<file path="config.mk">
export PLATFORM = sky130hd
export DESIGN_NAME = window_sched
export DESIGN_NICKNAME = d
export VERILOG_FILES = /design/src/rtl/pitch_pkg.sv /design/src/rtl/stage_tracker.sv /design/src/rtl/window_sched.sv
export SDC_FILE = /design/constraint.sdc
export NUM_CORES = 1
export LEC_CHECK = 0
export BUFFER_PORTS_ARGS = -buffer_cell sky130_fd_sc_hd__buf_2
export CAP_MARGIN = 30
export CORE_MARGIN = 2
export CORE_UTILIZATION = 56
export CTS_BUF_LIST = sky130_fd_sc_hd__clkbuf_2 sky130_fd_sc_hd__clkbuf_4 sky130_fd_sc_hd__clkbuf_8
export DETAILED_ROUTE_END_ITERATION = 8
export PLACE_DENSITY = 0.87
export SLEW_MARGIN = 40
export SYNTH_ARGS = -nofsm -noshare
export SYNTH_HDL_FRONTEND = slang
export SYNTH_SLANG_ARGS = --single-unit
</file>
<file path="constraint.sdc">
create_clock -name clk -period 5 [get_ports clk]
set_input_delay 0.75 -clock clk [delete_from_list [all_inputs] [get_ports clk]]
set_output_delay 0.75 -clock clk [all_outputs]
set_load 0.05 [all_outputs]
</file>
<file path="src/rtl/pitch_pkg.sv">
// rtl/pitch_pkg.sv - shared state encodings for the pitch-shift window scheduler
package pitch_pkg;

  localparam int NUM_WINDOWS = 2;

  typedef enum logic [1:0] {
    SLOT_FREE     = 2'd0,
    SLOT_FILLING  = 2'd1,
    SLOT_FULL     = 2'd2,
    SLOT_DRAINING = 2'd3
  } slot_state_t;

  typedef enum logic [1:0] {
    IBUF_EMPTY   = 2'd0,
    IBUF_FULL    = 2'd1,
    IBUF_READING = 2'd2
  } ibuf_state_t;

  typedef enum logic {
    STAGE_IDLE = 1'b0,
    STAGE_BUSY = 1'b1
  } stage_state_t;

endpackage

</file>
<file path="src/rtl/stage_tracker.sv">
// rtl/stage_tracker.sv - per-stage done edge detect, IDLE/BUSY flag and registered go pulse
module stage_tracker
  import pitch_pkg::*;
(
  input  logic clk,
  input  logic reset,
  input  logic done,
  input  logic start_req,
  output logic done_evt,
  output logic avail,
  output logic go
);

  stage_state_t state_q, state_d;
  logic         hist_q, hist_d;
  logic         go_q, go_d;

  always_comb begin
    done_evt = done && !hist_q && (state_q == STAGE_BUSY);
    // avail reflects the state after this cycle's done edge, so a stage can restart immediately
    avail    = (state_q == STAGE_IDLE) || done_evt;
    hist_d   = done;
    go_d     = start_req;
    state_d  = state_q;
    if (done_evt)  state_d = STAGE_IDLE;
    if (start_req) state_d = STAGE_BUSY;
  end

  // History resets high so a done level held through reset release is not an edge
  always_ff @(posedge clk or posedge reset) begin
    if (reset) begin
      state_q <= STAGE_IDLE;
      hist_q  <= 1'b1;
      go_q    <= 1'b0;
    end else begin
      state_q <= state_d;
      hist_q  <= hist_d;
      go_q    <= go_d;
    end
  end

  assign go = go_q;

endmodule

</file>
<file path="src/rtl/window_sched.sv">
// rtl/window_sched.sv - ping-pong window scheduler; frame/drop counters built only with WINDOW_SCHED_STATS_EN
module window_sched
  import pitch_pkg::*;
#(
  parameter int FRAME_CNT_W = 16,
  parameter int DROP_CNT_W  = 8
) (
  input  logic                   clk,
  input  logic                   reset,
  input  logic                   frame_ready,
  input  logic                   scaler_done,
  input  logic                   p2c_done,
  input  logic                   ifft_done,
  output logic                   scaler_go,
  output logic                   scaler_window,
  output logic                   p2c_go,
  output logic                   p2c_window,
  output logic                   ifft_go,
  output logic                   overrun,
  output logic [FRAME_CNT_W-1:0] frame_count,
  output logic [DROP_CNT_W-1:0]  drop_count
);

  slot_state_t slot_q [NUM_WINDOWS];
  slot_state_t slot_d [NUM_WINDOWS];
  ibuf_state_t ibuf_q, ibuf_d;
  logic        wr_ptr_q, wr_ptr_d;
  logic        rd_ptr_q, rd_ptr_d;
  logic        scaler_window_q, scaler_window_d;
  logic        p2c_window_q, p2c_window_d;
  logic        overrun_q, overrun_d;

  logic sc_evt, sc_avail, sc_start;
  logic p2c_evt, p2c_avail, p2c_start;
  logic ifft_evt, ifft_avail, ifft_start;

  stage_tracker u_scaler (
    .clk       (clk),
    .reset     (reset),
    .done      (scaler_done),
    .start_req (sc_start),
    .done_evt  (sc_evt),
    .avail     (sc_avail),
    .go        (scaler_go)
  );

  stage_tracker u_p2c (
    .clk       (clk),
    .reset     (reset),
    .done      (p2c_done),
    .start_req (p2c_start),
    .done_evt  (p2c_evt),
    .avail     (p2c_avail),
    .go        (p2c_go)
  );

  stage_tracker u_ifft (
    .clk       (clk),
    .reset     (reset),
    .done      (ifft_done),
    .start_req (ifft_start),
    .done_evt  (ifft_evt),
    .avail     (ifft_avail),
    .go        (ifft_go)
  );

  always_comb begin
    slot_d          = slot_q;
    ibuf_d          = ibuf_q;
    wr_ptr_d        = wr_ptr_q;
    rd_ptr_d        = rd_ptr_q;
    scaler_window_d = scaler_window_q;
    p2c_window_d    = p2c_window_q;

    // Done edges first; start conditions below see the freed slots and stages
    if (ifft_evt) ibuf_d = IBUF_EMPTY;
    if (sc_evt) begin
      slot_d[wr_ptr_q] = SLOT_FULL;
      wr_ptr_d         = ~wr_ptr_q;
    end
    if (p2c_evt) begin
      slot_d[rd_ptr_q] = SLOT_FREE;
      rd_ptr_d         = ~rd_ptr_q;
      ibuf_d           = IBUF_FULL;
    end

    sc_start   = frame_ready && sc_avail && (slot_d[wr_ptr_d] == SLOT_FREE);
    p2c_start  = p2c_avail && (slot_d[rd_ptr_d] == SLOT_FULL) && (ibuf_d == IBUF_EMPTY);
    ifft_start = ifft_avail && (ibuf_d == IBUF_FULL);
    overrun_d  = frame_ready && !sc_start;

    if (sc_start) begin
      slot_d[wr_ptr_d] = SLOT_FILLING;
      scaler_window_d  = wr_ptr_d;
    end
    if (p2c_start) begin
      slot_d[rd_ptr_d] = SLOT_DRAINING;
      p2c_window_d     = rd_ptr_d;
    end
    if (ifft_start) ibuf_d = IBUF_READING;
  end

  always_ff @(posedge clk or posedge reset) begin
    if (reset) begin
      for (int i = 0; i < NUM_WINDOWS; i++) slot_q[i] <= SLOT_FREE;
      ibuf_q          <= IBUF_EMPTY;
      wr_ptr_q        <= 1'b0;
      rd_ptr_q        <= 1'b0;
      scaler_window_q <= 1'b0;
      p2c_window_q    <= 1'b0;
      overrun_q       <= 1'b0;
    end else begin
      for (int i = 0; i < NUM_WINDOWS; i++) slot_q[i] <= slot_d[i];
      ibuf_q          <= ibuf_d;
      wr_ptr_q        <= wr_ptr_d;
      rd_ptr_q        <= rd_ptr_d;
      scaler_window_q <= scaler_window_d;
      p2c_window_q    <= p2c_window_d;
      overrun_q       <= overrun_d;
    end
  end

  assign scaler_window = scaler_window_q;
  assign p2c_window    = p2c_window_q;
  assign overrun       = overrun_q;

`ifdef WINDOW_SCHED_STATS_EN
  logic [FRAME_CNT_W-1:0] frame_cnt_q, frame_cnt_d;
  logic [DROP_CNT_W-1:0]  drop_cnt_q, drop_cnt_d;

  // Frame count wraps; drop count sticks at all-ones
  always_comb begin
    frame_cnt_d = frame_cnt_q;
    drop_cnt_d  = drop_cnt_q;
    if (sc_start) frame_cnt_d = frame_cnt_q + FRAME_CNT_W'(1);
    if (overrun_d && (drop_cnt_q != {DROP_CNT_W{1'b1}})) drop_cnt_d = drop_cnt_q + DROP_CNT_W'(1);
  end

  always_ff @(posedge clk or posedge reset) begin
    if (reset) begin
      frame_cnt_q <= '0;
      drop_cnt_q  <= '0;
    end else begin
      frame_cnt_q <= frame_cnt_d;
      drop_cnt_q  <= drop_cnt_d;
    end
  end

  assign frame_count = frame_cnt_q;
  assign drop_count  = drop_cnt_q;
`else
  assign frame_count = '0;
  assign drop_count  = '0;
`endif

endmodule

</file>
; ---- Word level (Yosys, flattened, before mapping)
; Cells that the tools add are included.
; Widths: inputs -> output; s select.
[word_totals]
ff_bits = 20
inputBits = 6
out_inout_bits = 30
word_cells = 102
[classes]
n_lt_le_gt_ge = 8
eq_ne = 2
n_mux = 29
bitwise = 18
n_reduce_logical = 28
[ops]
columns = cell, n
row1 = $mux 2, 13
row2 = $logic_and 1x1->1, 16
row3 = $mux 4, 4
row4 = $demux 2 s1, 4
row5 = $ge 2x2->1 const B, 4
row6 = $lt 2x1->1 const B, 4
row7 = $mux 1, 8
row8 = $not 1->2, 4
row9 = $reduce_bool 2->1, 3
row10 = $not 1->1, 5
row11 = $and 2x2->2, 2
row12 = $and 4x4->4, 1
row13 = $logic_not 1->1, 4
row14 = $logic_not 2->1, 2
row15 = $not 2->2, 2
row16 = $not 4->4, 1
row17 = $or 2x2->2, 2
row18 = $or 4x4->4, 1
row19 = $logic_or 1x1->1, 3
row20 = $eq 2x1->1 const B, 1
row21 = $eq 2x2->1 const B, 1

; ---- Longest topological paths before layout
; Gate-level depths: netlist of run 1.
[logic_depth]
ltp_word = 18
mapped_depth = 5
ltp_nobuf = 4

; ---- Hierarchy
; From an unflattened synthesis of run 1, not the netlist that was laid out.
[hier_totals]
cells_unflattened = 111
hier_area_um2 = 1101.1
[modules_own_cells]
columns = module, n_inst, cells_each, area_per_inst_um2, seq_area_each_um2
row1 = window_sched, 1, 84, 763.2, 275.3
row2 = stage_tracker, 3, 9, 112.6, 76.3

; ---- Worst setup path before layout of run 1
; OpenSTA, ideal clock, no wires.
[synth_timing]
path_type = input port to flip-flop
start = in p2c_done
end = reg p2c_window_q, in the netlist p2c_window
setup_ns = 0.118
t_arrival_ns = 1.706
required_time_ns = 4.882
path_slack_ns = 3.176
stages = 4
n_path_buf = 1
cell_sequence = and3b_1 buf_2 or4b_1 a21o_1
[synth_between]
elab_chain_cells = 10
word_cells_on_any_way = 14
cone_classes = 1 x eq/ne / 6 x mux / 1 x bitwise / 6 x reduce/logical
[synth_lines]
columns = item, line_no
row1 = start: declaration, window_sched.sv:12  ; input logic p2c_done,
row2 = $logic_and 1x1->1 (*) (2 in series), stage_tracker.sv:19  ; done_evt = done && !hist_q && (state_q == STAGE_BUSY);
row3 = $mux 1, window_sched.sv:81  ; if (p2c_evt) begin
row4 = $not 1->2 (not written as such), window_sched.sv:88  ; p2c_start = p2c_avail && (slot_d[rd_ptr_d] == SLOT_FULL) && (ibuf_d == IBUF_EMPTY);
row5 = $mux 2 (not written as such) (3 in series), window_sched.sv:88
row6 = $eq 2x2->1, window_sched.sv:88
row7 = $logic_and 1x1->1 (2 in series), window_sched.sv:88
row8 = end signal: assignment, window_sched.sv:118  ; p2c_window_q <= p2c_window_d;
row9 = end: declaration, window_sched.sv:30  ; logic p2c_window_q, p2c_window_d;
; Mark *: on every way between the ends. The rest lies on a longest branch, timed or not. The select of a mux whose other input is x is not followed.
; A chain may end at the register's enable or synchronous reset.

; ---- Worst setup path in the final report of run 1
[layout_timing]
start = in scaler_done
end = reg u_scaler.state_q
[layout_between]
elab_chain_cells = 11
word_cells_on_any_way = 16
cone_classes = 7 x mux / 2 x bitwise / 7 x reduce/logical
[layout_lines]
columns = item, line_no
row1 = start: declaration, window_sched.sv:11  ; input logic scaler_done,
row2 = $logic_and 1x1->1 (*) (2 in series), stage_tracker.sv:19
row3 = $mux 4, window_sched.sv:77  ; if (sc_evt) begin
row4 = $and 4x4->4 (no source line), --
row5 = $mux 4, window_sched.sv:81
row6 = $mux 2 (not written as such) (3 in series), window_sched.sv:87  ; sc_start = frame_ready && sc_avail && (slot_d[wr_ptr_d] == SLOT_FREE);
row7 = $logic_not 2->1, window_sched.sv:87
row8 = $logic_and 1x1->1, window_sched.sv:87
row9 = $mux 1 or $reduce_bool 2->1 (tied branches), --
row10 = end signal: assignment, stage_tracker.sv:36  ; state_q <= state_d;
row11 = end: declaration, stage_tracker.sv:14  ; stage_state_t state_q, state_d;
; Marked as above.

==> impl_metrics.yaml, run 1 <==
detailed_routing:
  postRouteAntennaNets: 0
  drc: 0
  firstDrtPassIters: 4
  wl_per_cell_um: 12.0
  viasPerCell: 4.86
  drtIter0Drc: 13
  dr_total_vias: 720
  wl_mm: 1.77
pwr:
  power.internal_mw: 0.212
  irDropWorstVdd_mv: 0.151
  power.density_nw_per_um2: 273
  pwr-share-seq: 0.535
  comb_power_share: 0.163
  p_leak_nw: 0.619
  p_sw_mw: 0.0964
  switching_share: 0.312
  clockPowerShare: 0.302
flow_run:
  max_cap_violations: 0
cts:
  h-tree-depth: 1
  cts_made_buffers: 3
  cts_tree: "built"
  cts_buffer_depth: 2
  insertion_delay_ns: 0.30
  post_cts_resized: 0
  post_cts_buffers: 0
  hold_buffers: 0
  cts_sinks: 20
  clock-root-buffer: "clkbuf_4"
  cts.clk_slew.worst_paths_ns: 0.11
synth:
  ys_types: 38
  synth-simple-area-share: 0.160
  synth_top_family_by_area: "buffers and inverters"
  synthMuxAreaShare: 0.0192
  synth.area.top_cells: "dfrtp_1 38%, buf_4 16%, dfstp_2 7.1%, nor2_1 3.4%, inv_1 2.4%"
  synth_compound_area_frac: 0.131
  ys_warn_count: 0
  synth_xor_area_frac: 0.0361
  syn-cell-area_um2: 1110
  synthCells: 109
  synth_fa_ha_area_frac: 0
  yosys.area.top_type_share: 0.384
  yosys.area.top_type: "dfrtp_1"
  ys_seq_area_frac: 0.455
  synth_seq_cells: 20
  synth.avg_cell_area_um2: 10.2
timing:
  finalSetupViolCount: 0
  worst_clock_skew_ns: 0.00559
  relSlewSlack: 0.541
  worst_pin_slew_ns: 0.685
  max_freq_mhz: 569
  finalCritPeriodShare: 0.352
  tns_ns: 0
  slew_violations: 0
  finalHoldViolCount: 0
  finalCriticalPeriod_ns: 1.76
  rsz0062_at_grt: "false"
finish:
  final_nets: 128
  drive_gt1_frac: 0.190
  fin_util: 0.588
  antennaDiodeCount: 0
  syn_to_final_growth_pct: 1.92
floorplanning:
  coreArea_um2: 1920
  die_height_um: 48.5
  start_util: 0.577
  die_w_um: 48.5
  dieArea_um2: 2350
  fp-row-count: 16
  io_pins: 36
global_routing:
  grt_pass1_wl_mm: 2.79
  grt_max_degree: 21
  antenna_found_initial: 0
  grt_pass1_vias: 655
  grt_use_met3: 0.0401
  met1_usage: 0.198
  grt-busiest-layer: "met2"
  grt_use_met2: 0.238
  grt_use_total: 0.154
  overflow: 0
place:
  hpwl_mm: 1.30
  gp_congestion: 0.778
  port_buffers: 11
worst_setup_path:
  timing.rr.start: "u_p2c.hist_q"
  rr_worst_depth: 4
  ff2ff_setup_slack_ns: 3.25
  critPathTopFamily: "compound AO/OA/AOI/OAI gates"
  r2r_end: "slot_q[0]"
  critPathRequiredTime_ns: 5.18
  worstSetupPathType: "input port to register"
  cp-end-kind: "register"
  cpMaxStageDelayCell: "a221oi_1"
  crit_fanout: 5
  cp_num_buf_inv: 1
  path_cells: "buf_2 > and3b_2 > mux2_2 > a221oi_1 > o21ai_0"
  start_kind: "input port"
  worstPathArrival_ns: 1.93
  max_stage_delay_ns: 0.36
worst_hold_path:
  hold_path.class: "input port to async pin"
outcome:
  status: "finished clean"
[power by group through the flow]
stage	Combinational [mW]	Clock, mW	Sequential [mW]
2_1_floorplan	0.0589	0	0.169
3_3_place_gp	0.0497	0	0.168
3_5_place_dp	0.0501	0	0.168
4_1_cts	0.0500	0.0949	0.165
5_1_grt	0.0527	0.101	0.165
6_report	0.0504	0.0933	0.165
[cells in the final DEF (no fill, tap or decap), types with 2 or more instances in the layout]
cell type | Yosys | routed
a21o_1 | 2 | 2
a21oi_1 | 2 | 2
and3b_1 | 2 | 2
buf_2 | 2 | 11
clkbuf_4 | 0 | 3
conb_1 | 1 | 24
dfrtp_1 | 17 | 17
dfstp_2 | 3 | 3
inv_1 | 7 | 6
nand2_1 | 3 | 3
nand2b_1 | 3 | 3
nor2_1 | 10 | 10
nor3_1 | 2 | 2
nor3b_1 | 2 | 2
o21ai_0 | 5 | 5
xnor2_1 | 2 | 2
[routing by layer]
metal | part of all wire | vias up
li1 | - | 349
met1 | 0.47 | 348
met2 | 0.48 | 19
met3 | 0.037 | 4
met4 | 0.017 | 0
met5 | 0 | -
[sequential cells by signal, indices dropped and copies added, names as in the netlist]
register          flops
ibuf_q                2
overrun               1
p2c_window            1
rd_ptr_q              1
scaler_window         1
slot_q                4
u_ifft.go             1
u_ifft.hist_q         1
u_ifft.state_q        1
u_p2c.go              1
u_p2c.hist_q          1
u_p2c.state_q         1
u_scaler.go           1
u_scaler.hist_q       1
u_scaler.state_q      1
wr_ptr_q              1
[Yosys cell counts]
cell and count:
inv_1 7, nand2_1 3, mux2i_1 1, a21o_1 2, xnor2_1 2, a221oi_1 1
o21bai_1 1, o311ai_0 1, a21o_2 1, or4b_1 1, o21a_1 1, nand3_1 1
and3b_1 2, o21ai_0 5, buf_2 2, dfstp_2 3, a21bo_2 1, xnor3_1 1
a32oi_1 1, nand2b_1 3, o2111ai_1 1, nand3b_1 1, nor3b_1 2, or4_1 1
conb_1 1, a311o_1 1, a22oi_1 1, and4bb_1 1, a21oi_1 2, o31a_1 1
or2_2 1, buf_4 24, mux2_2 1, nand4b_1 1, and3b_2 1, nor3_1 2
dfrtp_1 17, nor2_1 10
[worst reg2reg max path: cells and delay by family (launching register included)]
kind	cells	cell delay (ns)
and+or+nand+nor	2	0.41
xor gates and xnor gates	1	0.33
AOI/OAI and AO/OA	1	0.34
DFF	1	0.55
[logic make-up after synthesis]
group | Yosys count
multiplexers | 2
XOR/XNOR | 3
AND/OR/NAND/NOR | 30
flip-flops | 20
buffers and inverters | 33
AO/OA/AOI/OAI | 20
other | 1
[how the worst max path moves through the flow]
stage                       startpoint               end  slack (ns)  depth (start not counted)
after floorplan               p2c_done        p2c_window        3.18                          4
after global placement     scaler_done  u_scaler.state_q        2.97                          5
after detailed placement   scaler_done  u_scaler.state_q        2.91                          5
after CTS                 u_p2c.hist_q         slot_q[0]        3.24                          4
after global routing      u_p2c.hist_q         slot_q[0]        3.15                          4
final                      scaler_done  u_scaler.state_q        3.24                          5
[final cells by class]
class	count	area (µm²)
fillers	167	792
flip-flops and latches	20	504
multi-input cells	79	474
repair buffers	11	55.1
clock buffers	4	36.3
well taps	27	33.8
inverters	7	26.3
[per-stage QoR]
stage                     total power, mW  instance area [µm²]  cells  hold WS, ns  setup WS, ns
final                               0.309                 1130    148        0.446          3.24
after global routing                0.319                 1130    148        0.492          3.15
after CTS                           0.310                 1130    148        0.494          3.24
after detailed placement            0.218                 1090    144        0.469          2.91
after global placement              0.218                 1090    144        0.461          2.97
after floorplan                     0.228                 1190    132        0.497          3.18
No activity file was read; power rests on OpenSTA's default activity.
==> run 2: changes to the inputs <==
Settings changed: CORE_UTILIZATION 56 to 52, PLACE_DENSITY 0.87 to 0.82.
Clock period 5 ns to 1.8 ns, I/O delays scaled along.
==> run 2 against run 1 <==
- non-clock buffer count unchanged
- sequential share of layout area decreased by 0.29 points
- flip-flop and latch count unchanged
- clock skew decreased by 0.0027 ns
- register-to-register slack got worse by 3.1 ns
- sequential power increased to 2.8 times the previous value
- first-iteration DRC count increased by 7.7%
- power increased to 2.8 times the previous value
- worst setup slack got worse by 3.1 ns
- critical endpoint is now p2c_window
- highest routed layer unchanged
==> impl_metrics.yaml, run 2 (synthesis gave the netlist of run 1 again) <==
detailed_routing:
  dr_total_vias: 729
  drtIter0Drc: 14
  viasPerCell: 4.93
  wl_mm: 1.70
  wl_per_cell_um: 11.5
  firstDrtPassIters: 4
  postRouteAntennaNets: 0
  drc: 0
global_routing:
  grt_max_degree: 21
  grt_pass1_wl_mm: 2.73
  antenna_found_initial: 0
  grt_pass1_vias: 670
  overflow: 0
  grt_use_total: 0.143
pwr:
  power.density_nw_per_um2: 750
  switching_share: 0.309
  p_sw_mw: 0.263
  p_leak_nw: 0.624
  clockPowerShare: 0.299
  pwr-share-seq: 0.538
  irDropWorstVdd_mv: 0.363
  power_mw: 0.853
  comb_power_share: 0.163
  power.internal_mw: 0.590
worst_setup_path:
  worstPathArrival_ns: 1.89
  rr_worst_depth: 3
  worstSetupPathType: "register to register"
  max_stage_delay_ns: 0.56
  cpMaxStageDelayCell: "dfstp_2"
  crit_fanout: 10
  r2r_end: "p2c_window"
  cp_num_buf_inv: 0
  cp-end-kind: "register"
  critPathTopFamily: "simple AND/OR/NAND/NOR gates"
  path_cells: "and3b_1 > or4b_1 > a21o_1"
  timing.rr.start: "u_p2c.hist_q"
  ff2ff_setup_slack_ns: 0.11
  crit_cells: 3
  critPathRequiredTime_ns: 2.00
  start_kind: "register"
floorplanning:
  die_w_um: 50.2
  die_height_um: 50.2
  start_util: 0.559
  io_pins: 36
  dieArea_um2: 2520
  coreArea_um2: 1980
  fp-row-count: 16
outcome:
  status: "finished clean"
finish:
  drive_gt1_frac: 0.198
  final_common_cell: "conb_1"
  antennaDiodeCount: 0
  mostFrequentLayoutCells: "24 x conb_1, 17 x dfrtp_1, 11 x buf_2"
  syn_to_final_growth_pct: 2.60
  registers.top_by_ff_count: "slot_q"
  final_cells: 148
  reg_top3: "slot_q (4), ibuf_q (2)"
  finalInstanceArea_um2: 1140
  largest_register_ffs: 4
  fin_util: 0.574
  final_nets: 128
timing:
  worst_pin_slew_ns: 0.700
  rsz0062_at_grt: "false"
  max_freq_mhz: 590
  slew_violations: 0
  worst_clock_skew_ns: 0.00286
  finalCritPeriodShare: 0.941
  hold_slack_ns: 0.0673
  tns_ns: 0
  finalHoldViolCount: 0
  relSlewSlack: 0.533
  finalCriticalPeriod_ns: 1.69
  setup_ws_ns: 0.106
  finalSetupViolCount: 0
place:
  dp_worst_setup_slack_ns: 0.127
  hpwl_mm: 1.27
  place_area_um2: 1090
  dpl.cell_count: 144
  port_buffers: 11
  gp_congestion: 0.827
cts:
  cts_tree: "built"
  post_cts_buffers: 0
  hold_buffers: 0
  insertion_delay_ns: 0.29
  cts_sinks: 20
  cts_buffer_depth: 2
  cts.clk_slew.worst_paths_ns: 0.11
  cts_made_buffers: 3
  clock-root-buffer: "clkbuf_4"
  h-tree-depth: 1
flow_run:
  max_cap_violations: 0
worst_hold_path:
  hold_path.class: "input port to async pin"
[run 2: cell types whose count changed in the layout (fill, tap and decap cells not counted), sizes merged]
cell and change:
inv +1, clkinv -1
[run 2: worst max path at each step]
stage,end,slack (ns),startpoint
after global routing,u_scaler.state_q,0.03,u_scaler.hist_q
final,p2c_window,0.11,u_p2c.hist_q
after detailed placement,slot_q[0],0.13,u_p2c.hist_q
after floorplan,p2c_window,0.20,u_p2c.hist_q
after CTS,slot_q[0],0.1,u_p2c.hist_q
after global placement,slot_q[0],0.16,u_p2c.hist_q
[run 2: metal layers]
layer	wire [µm]	GRT usage	vias up
li1	-	-	350
met1	779	0.172	343
met2	791	0.235	34
met3	104	0.0238	2
met4	19	0.0972	0
met5	0	0	-
[run 2: worst register-to-register path, stage by stage, from the launching register on]
cell and delay, ns:
dfstp_2 0.56, and3b_1 0.31, or4b_1 0.54, a21o_1 0.19
[run 2: layout make-up]
cell class	count	area, µm²
multi-input combinational	79	482
tap	27	33.8
fill	164	845
sequential	20	504
clock buffer	4	36.3
inverter	7	26.3
timing repair buffer	11	55.1
[run 2: what timing repair did]
| action | CTS | global route |
|---|---|---|
| gates resized for setup | 0 | 1 |
| endpoints found under the setup margin | 0 | 1 |
| endpoints found under the hold margin | 0 | 0 |
[run 2: power by group through the flow]
stage | sequential [mW] | combinational (mW) | clock (mW)
3_5_place_dp | 0.467 | 0.139 | 0
2_1_floorplan | 0.471 | 0.164 | 0
4_1_cts | 0.459 | 0.139 | 0.263
6_report | 0.459 | 0.139 | 0.255
3_3_place_gp | 0.467 | 0.138 | 0
5_1_grt | 0.460 | 0.146 | 0.284
